### src/rtl/sp_ram_arbiter.sv
// Round-robin arbiter sharing one single-port RAM between requesters A and B.
// Grants are combinational. Read data returns one cycle after acceptance.
module sp_ram_arbiter #(
    parameter int unsigned DATA_WIDTH = 8,
    parameter int unsigned ADDR_WIDTH = 5,
    parameter int unsigned STAT_WIDTH = 16
) (
    input  logic                  clk,
    input  logic                  rst,
    input  logic                  arb_en,
    input  logic                  a_valid,
    output logic                  a_ready,
    input  logic                  a_wr,
    input  logic [ADDR_WIDTH-1:0] a_addr,
    input  logic [DATA_WIDTH-1:0] a_wdata,
    output logic                  a_rvalid,
    output logic [DATA_WIDTH-1:0] a_rdata,
    input  logic                  b_valid,
    output logic                  b_ready,
    input  logic                  b_wr,
    input  logic [ADDR_WIDTH-1:0] b_addr,
    input  logic [DATA_WIDTH-1:0] b_wdata,
    output logic                  b_rvalid,
    output logic [DATA_WIDTH-1:0] b_rdata,
    output logic                  ram_en,
    output logic                  ram_wen,
    output logic [ADDR_WIDTH-1:0] ram_addr,
    output logic [DATA_WIDTH-1:0] ram_din,
    input  logic [DATA_WIDTH-1:0] ram_q,
    output logic [STAT_WIDTH-1:0] a_grant_cnt,
    output logic [STAT_WIDTH-1:0] b_grant_cnt
);

    localparam logic [STAT_WIDTH-1:0] CNT_MAX = '1;

    logic                  grant_a_c;
    logic                  grant_b_c;
    logic                  last_q,     last_d;
    logic                  rsp_pend_q, rsp_pend_d;
    logic                  rsp_id_q,   rsp_id_d;
    logic [STAT_WIDTH-1:0] a_cnt_q,    a_cnt_d;
    logic [STAT_WIDTH-1:0] b_cnt_q,    b_cnt_d;

    // Grant: sole requester wins; on a tie the one not granted last wins.
    always_comb begin
        grant_a_c = 1'b0;
        grant_b_c = 1'b0;
        if (!rst && arb_en) begin
            if (a_valid && (!b_valid || last_q)) begin
                grant_a_c = 1'b1;
            end else if (b_valid) begin
                grant_b_c = 1'b1;
            end
        end
    end

    // RAM port mux; idle cycles drive all-zero.
    always_comb begin
        ram_en   = 1'b0;
        ram_wen  = 1'b0;
        ram_addr = '0;
        ram_din  = '0;
        if (grant_a_c) begin
            ram_en   = 1'b1;
            ram_wen  = a_wr;
            ram_addr = a_addr;
            ram_din  = a_wdata;
        end else if (grant_b_c) begin
            ram_en   = 1'b1;
            ram_wen  = b_wr;
            ram_addr = b_addr;
            ram_din  = b_wdata;
        end
    end

    always_comb begin
        last_d     = last_q;
        rsp_pend_d = 1'b0;
        rsp_id_d   = rsp_id_q;
        a_cnt_d    = a_cnt_q;
        b_cnt_d    = b_cnt_q;
        if (grant_a_c) begin
            last_d     = 1'b0;
            rsp_pend_d = !a_wr;
            rsp_id_d   = 1'b0;
            a_cnt_d    = (a_cnt_q == CNT_MAX) ? a_cnt_q : a_cnt_q + STAT_WIDTH'(1);
        end else if (grant_b_c) begin
            last_d     = 1'b1;
            rsp_pend_d = !b_wr;
            rsp_id_d   = 1'b1;
            b_cnt_d    = (b_cnt_q == CNT_MAX) ? b_cnt_q : b_cnt_q + STAT_WIDTH'(1);
        end
    end

    // last resets to B so that A wins the first tie.
    always_ff @(posedge clk) begin
        if (rst) begin
            last_q     <= 1'b1;
            rsp_pend_q <= 1'b0;
            rsp_id_q   <= 1'b0;
            a_cnt_q    <= '0;
            b_cnt_q    <= '0;
        end else begin
            last_q     <= last_d;
            rsp_pend_q <= rsp_pend_d;
            rsp_id_q   <= rsp_id_d;
            a_cnt_q    <= a_cnt_d;
            b_cnt_q    <= b_cnt_d;
        end
    end

    // A reset arriving while a response is outstanding drops that response.
    assign a_rvalid    = rsp_pend_q && !rsp_id_q && !rst;
    assign b_rvalid    = rsp_pend_q &&  rsp_id_q && !rst;
    assign a_rdata     = ram_q;
    assign b_rdata     = ram_q;
    assign a_ready     = grant_a_c;
    assign b_ready     = grant_b_c;
    assign a_grant_cnt = a_cnt_q;
    assign b_grant_cnt = b_cnt_q;

endmodule

### config.mk
export PLATFORM = sky130hd
export DESIGN_NAME = sp_ram_arbiter
export DESIGN_NICKNAME = d
export VERILOG_FILES = /design/src/rtl/sp_ram_arbiter.sv
export SDC_FILE = /design/constraint.sdc
export NUM_CORES = 1
export LEC_CHECK = 0
export CORE_UTILIZATION = 44
export CTS_BUF_LIST = sky130_fd_sc_hd__clkbuf_8
export CTS_CLUSTER_SIZE = 12
export DETAILED_ROUTE_END_ITERATION = 10
export PLACE_DENSITY = 0.93
export SLEW_MARGIN = 10
export SYNTH_ARGS = -nofsm -noshare
export SYNTH_HDL_FRONTEND = slang
export SYNTH_SLANG_ARGS = --single-unit
export TNS_END_PERCENT = 10
### constraint.sdc
create_clock -name clk -period 6.2 [get_ports clk]
set_input_delay 1.86 -clock clk [delete_from_list [all_inputs] [get_ports clk]]
set_output_delay 1.86 -clock clk [all_outputs]
set_load 0.01 [all_outputs]
; After elaboration in Yosys (flattened, before gate mapping)
; Index checks and enable logic that the tools add are counted.
[classes]
n_reduce_logical = 16
n_eq_ne = 2
bitwise_logic = 3
muxes = 17
shift = 0
div_mod_pow = 0
n_addsub = 2
mul = 0
n_lt_le_gt_ge = 0
[ops]
columns = cell, count
row1 = adder 16 x 1 -> 16 bit (second input constant), 2
row2 = == test 16 bit (second input constant), 2
row3 = two-way mux 8 bit, 2
row4 = two-way mux 1 bit, 13
row5 = two-way mux 5 bit, 2
row6 = logical AND 1 bit, 6
row7 = zero test 1 bit, 5
row8 = inverter 1 bit, 3
row9 = AND reduction 3 bit, 1
row10 = AND reduction 2 bit, 1
row11 = nonzero test 2 bit, 1
row12 = OR reduction 2 bit, 1
row13 = logical OR 1 bit, 1
[word_totals]
register_bits = 35
latch_bits = 0
output_inout_bits = 67
ramBits = 0
mem_count = 0
inputBits = 41
wordCells = 45
romBits = 0

; Depth between registers and ports, before layout
[logic_depth]
depth_word = 7
depth_mapped = 7
mapped_depth_nobuf = 6

; Least setup slack after synthesis
; No wires, ideal clock.
[synth_timing]
path_type = in2out
startpoint = input rst
endpoint = output ram_addr[0]
t_arrival_ns = 2.880
setup_slack_ns = 1.460
path_stages = 6
cell_sequence = and2b_2 -> nand3_4 -> inv_1 -> buf_2 -> buf_2 -> a22o_1
[synth_rtl]
columns = element, line_no
row1 = start: declaration, 9  ; input logic rst,
row2 = zero test 1 bit, 48  ; if (!rst && arb_en) begin
row3 = logical AND 1 bit, 48
row4 = two-way mux 1 bit, 48
row5 = named net a_ready, 12  ; output logic a_ready,
row6 = two-way mux 5 bit, 63  ; if (grant_a_c) begin
row7 = end: declaration, 27  ; output logic [ADDR_WIDTH-1:0] ram_addr,
; The timed path passes the listed nets, and every way through them passes these cells.

; Worst setup path after layout
[layout_timing]
startpoint = input rst
endpoint = output ram_addr[4]
[layout_between]
elab_chain_cells = 5
[layout_lines]
columns = element, line_no
row1 = zero test 1 bit *, 48
row2 = logical AND 1 bit *, 48
row3 = two-way mux 1 bit, 48
row4 = two-way mux 5 bit, 68  ; end else if (grant_b_c) begin
row5 = two-way mux 5 bit *, 63
; Mark *: on every way between the ends. The rest lies on a longest branch, timed or not.

==> results.ini <==
[run_status]
status = completed

[clocking]
cts-root-buf = clkbuf_8
post_cts_buffers = 0
cts-resized-gates = 0
clkSinkCount = 35
clkLatencyLatePin_ns = 0.29
htree_levels = 2
max-clock-path-buffers = 2
cts_buffers = 5
path_clk_slew_ns = 0.07
cts_tree = yes
cts_hold_buf = 0

[min_path]
hold_class = flop to flop
whs_path_depth = 2
min_from = last_q$_SDFFE_PP1P_
min_to = last_q$_SDFFE_PP1P_

[finish]
nets = 346
num_antenna_cells = 0
fill_cells = 368
layout-drive-gt1-share_pct = 7.26
final_area_um2 = 2870
area_growth_pct = 39.5

[timing]
fmax_ghz = 0.168
slew_viol_final = 0
worst_pin_slew_ns = 1.13
hold_violations = 0
fin_crit_sh_pct = 96.0
clock-skew-final_ns = 0.00636
layout_min_cycle_time_ns = 5.95
slew_headroom_pct = 24.4
fin_tns_setup_ns = 0
rsz0062_at_grt = false
setup-violations-final = 0

[yosys]
synth_top_area_share_pct = 34.0
synthMuxAreaShare_pct = 2.49
ys_types = 43
yosys-top-cells-area = dfxtp_1 (34%), xnor2_1 (8.9%), nor2_1 (6.4%), a22o_1 (6.0%), buf_4 (5.8%)
synth_top_family_by_area = simple AND/OR/NAND/NOR gates
synth-edff-count = 0
synthAdderAreaFrac_pct = 1.22
yosysTopAreaCell = dfxtp_1
postSynthAreaPerCell_um2 = 8.65
synth-simple-area-share_pct = 32.6
synth-async-reset-ratio_pct = 0
synth-compound-area-share_pct = 10.9
ys_ff_latch = 35
yosysWarnings = 0
synth-xor-area-share_pct = 9.36
yosys-top-cells-count = dfxtp_1 (35), nor2_1 (35), xnor2_1 (21)
ys_seq_area_share_pct = 34.0
synthFlopType = dfxtp_1
syn_area_um2 = 2060
syn-num-nets = 281
postSynthCellCount = 238

[power_and_ir_drop]
p_switching_w = 0.000105
p_comb_share_pct = 12.6
ir_drop_v = 0.000167
switching_share_pct = 23.2
p_total_w = 0.000454
p_int_w = 0.000349
power_leakage_nw = 0.957
power_per_cell_area_nw_per_um2 = 158
seq_power_share_pct = 50.4
p_clk_share_pct = 37.0

[global_routing]
grt_max_degree = 38
overflow = 0
grt_pass1_vias = 1832
grt_pass1_wl_mm = 8.84
grt_antenna_before_repair = 0
grt_usage_pct = 22.3

[routing]
wl_mm = 5.49
drc_errors = 0
drt-initial-drc-count = 68
vias = 1952
postRouteAntennaNets = 0
firstDrtPassIters = 4
viasPerCell = 5.50
wl_per_cell_um = 15.5

[place]
hpwlAfterDp_mm = 4.07
port-buffer-count = 83
gp_congestion = 0.835
postPlaceCellArea_um2 = 2780

[floorplanning]
die_w_um = 70.4
die_area_um2 = 4960
start_util_pct = 46.6
die_h_um = 70.4
coreArea_um2 = 4410
rows = 24
ioPinCount = 108

[critical_path]
cp_max_fo = 21
startpoint = rst
worstPathCellList = clkdlybuf4s50_1 -> and2b_2 -> nand3_4 -> inv_1 -> a22o_1 -> clkdlybuf4s50_1
cp.required_ns = 4.34
critPathMostFrequentCell = clkdlybuf4s50_1
cpPeakStageDelay_ns = 0.57
reg2reg_from = b_grant_cnt[0]$_SDFFE_PP0P_
start_kind = input port
arrival_ns = 4.09
end_kind = output port
r2r_end = b_grant_cnt[15]$_SDFFE_PP0P_
critPathKind = input port to output port
reg2reg_slack_ns = 3.76
rr_worst_depth = 6
critPathSlowestCell = clkdlybuf4s50_1

[flow_run]
maxCapViolCount = 0

-- sequential cells by signal, indices dropped and copies added, names as in the netlist --
signal,cells
b_grant_cnt,16
rsp_pend_q,1
a_grant_cnt,16
last_q,1
rsp_id_q,1
-- cell families (layout without fill, tap and decap cells) --
kind of cell	count (synthesis)	after routing
simple gates	114	114
flops	35	35
compound gates	31	31
buf+inv	29	94
xor+xnor	22	22
mux	5	5
fa+ha+maj	2	2
-- metrics by stage --
step,hold slack [ns],setup WS [ns],utilization [%],std cells
after floorplan,0.492,1.46,-,238
after global placement,0.507,0.290,63.1,348
after detailed placement,0.522,0.259,63.1,348
after CTS,0.532,0.249,65.1,355
after global routing,0.562,0.143,65.1,355
final,0.529,0.251,65.1,355
-- cell usage in the layout, fill, tap and decap left out, drive strengths merged, types with 2 or more instances in the layout --
| cell type | synthesis | layout |
|---|---|---|
| clkbuf | 5 | 6 |
| inv | 2 | 2 |
| nor2b | 2 | 2 |
| a21oi | 6 | 6 |
| nand2 | 14 | 14 |
| or2 | 2 | 2 |
| clkdlybuf4s50 | 0 | 83 |
| nand3 | 10 | 10 |
| nor3 | 13 | 13 |
| nor4 | 11 | 11 |
| a22o | 14 | 14 |
| nor3b | 4 | 4 |
| nand2b | 2 | 2 |
| nor2 | 35 | 35 |
| and3 | 4 | 4 |
| a211oi | 2 | 2 |
| nand4 | 12 | 12 |
| and2 | 2 | 2 |
| dfxtp | 35 | 35 |
| xnor2 | 21 | 21 |
| ha | 2 | 2 |
| buf | 22 | 2 |
| o21ai | 5 | 5 |
| mux2i | 4 | 4 |
-- worst max-delay path by stage --
stage | end | slack [ns] | cells after the start
after floorplan | ram_addr[0] | 1.46 | 6
after global placement | ram_addr[4] | 0.29 | 6
after detailed placement | ram_addr[4] | 0.26 | 6
after CTS | ram_addr[4] | 0.25 | 6
after global routing | ram_addr[4] | 0.14 | 6
final | ram_addr[4] | 0.25 | 6
-- routing by layer --
metal	wire length (um)	global-route usage [%]	vias up
met5	0	0	-
met4	94	7.56	0
met3	391	5.77	13
met2	2760	38.9	75
met1	2250	26.2	901
li1	-	-	963
-- power groups by stage --
| stage | logic [W] | registers (W) | clock network, W |
|---|---|---|---|
| 6_report | 0.0000571 | 0.000229 | 0.000168 |
| 5_1_grt | 0.0000606 | 0.000229 | 0.000182 |
| 4_1_cts | 0.0000575 | 0.000229 | 0.000172 |
| 3_5_place_dp | 0.0000572 | 0.000234 | 0 |
| 3_3_place_gp | 0.0000565 | 0.000234 | 0 |
| 2_1_floorplan | 0.0000315 | 0.000234 | 0 |
-- critical path: cells and delay by family --
kind / cells / cell delay, ns
AO/OA/AOI/OAI: 1 / 0.24
buffers and inverters: 3 / 1.52
AND/OR/NAND/NOR: 2 / 0.46
-- final cells by class --
| cell class | instances | area (um^2) | area share [%] |
|---|---|---|---|
| clock buffers | 6 | 82.6 | 2.88 |
| clock inverters | 1 | 5.00 | 0.174 |
| inverters | 2 | 7.51 | 0.261 |
| multi-input cells | 174 | 1160 | 40.6 |
| flip-flops and latches | 35 | 701 | 24.4 |
| well taps | 52 | 65.1 | 2.27 |
| repair buffers | 85 | 846 | 29.5 |
No activity file was read; power rests on OpenSTA's default activity.
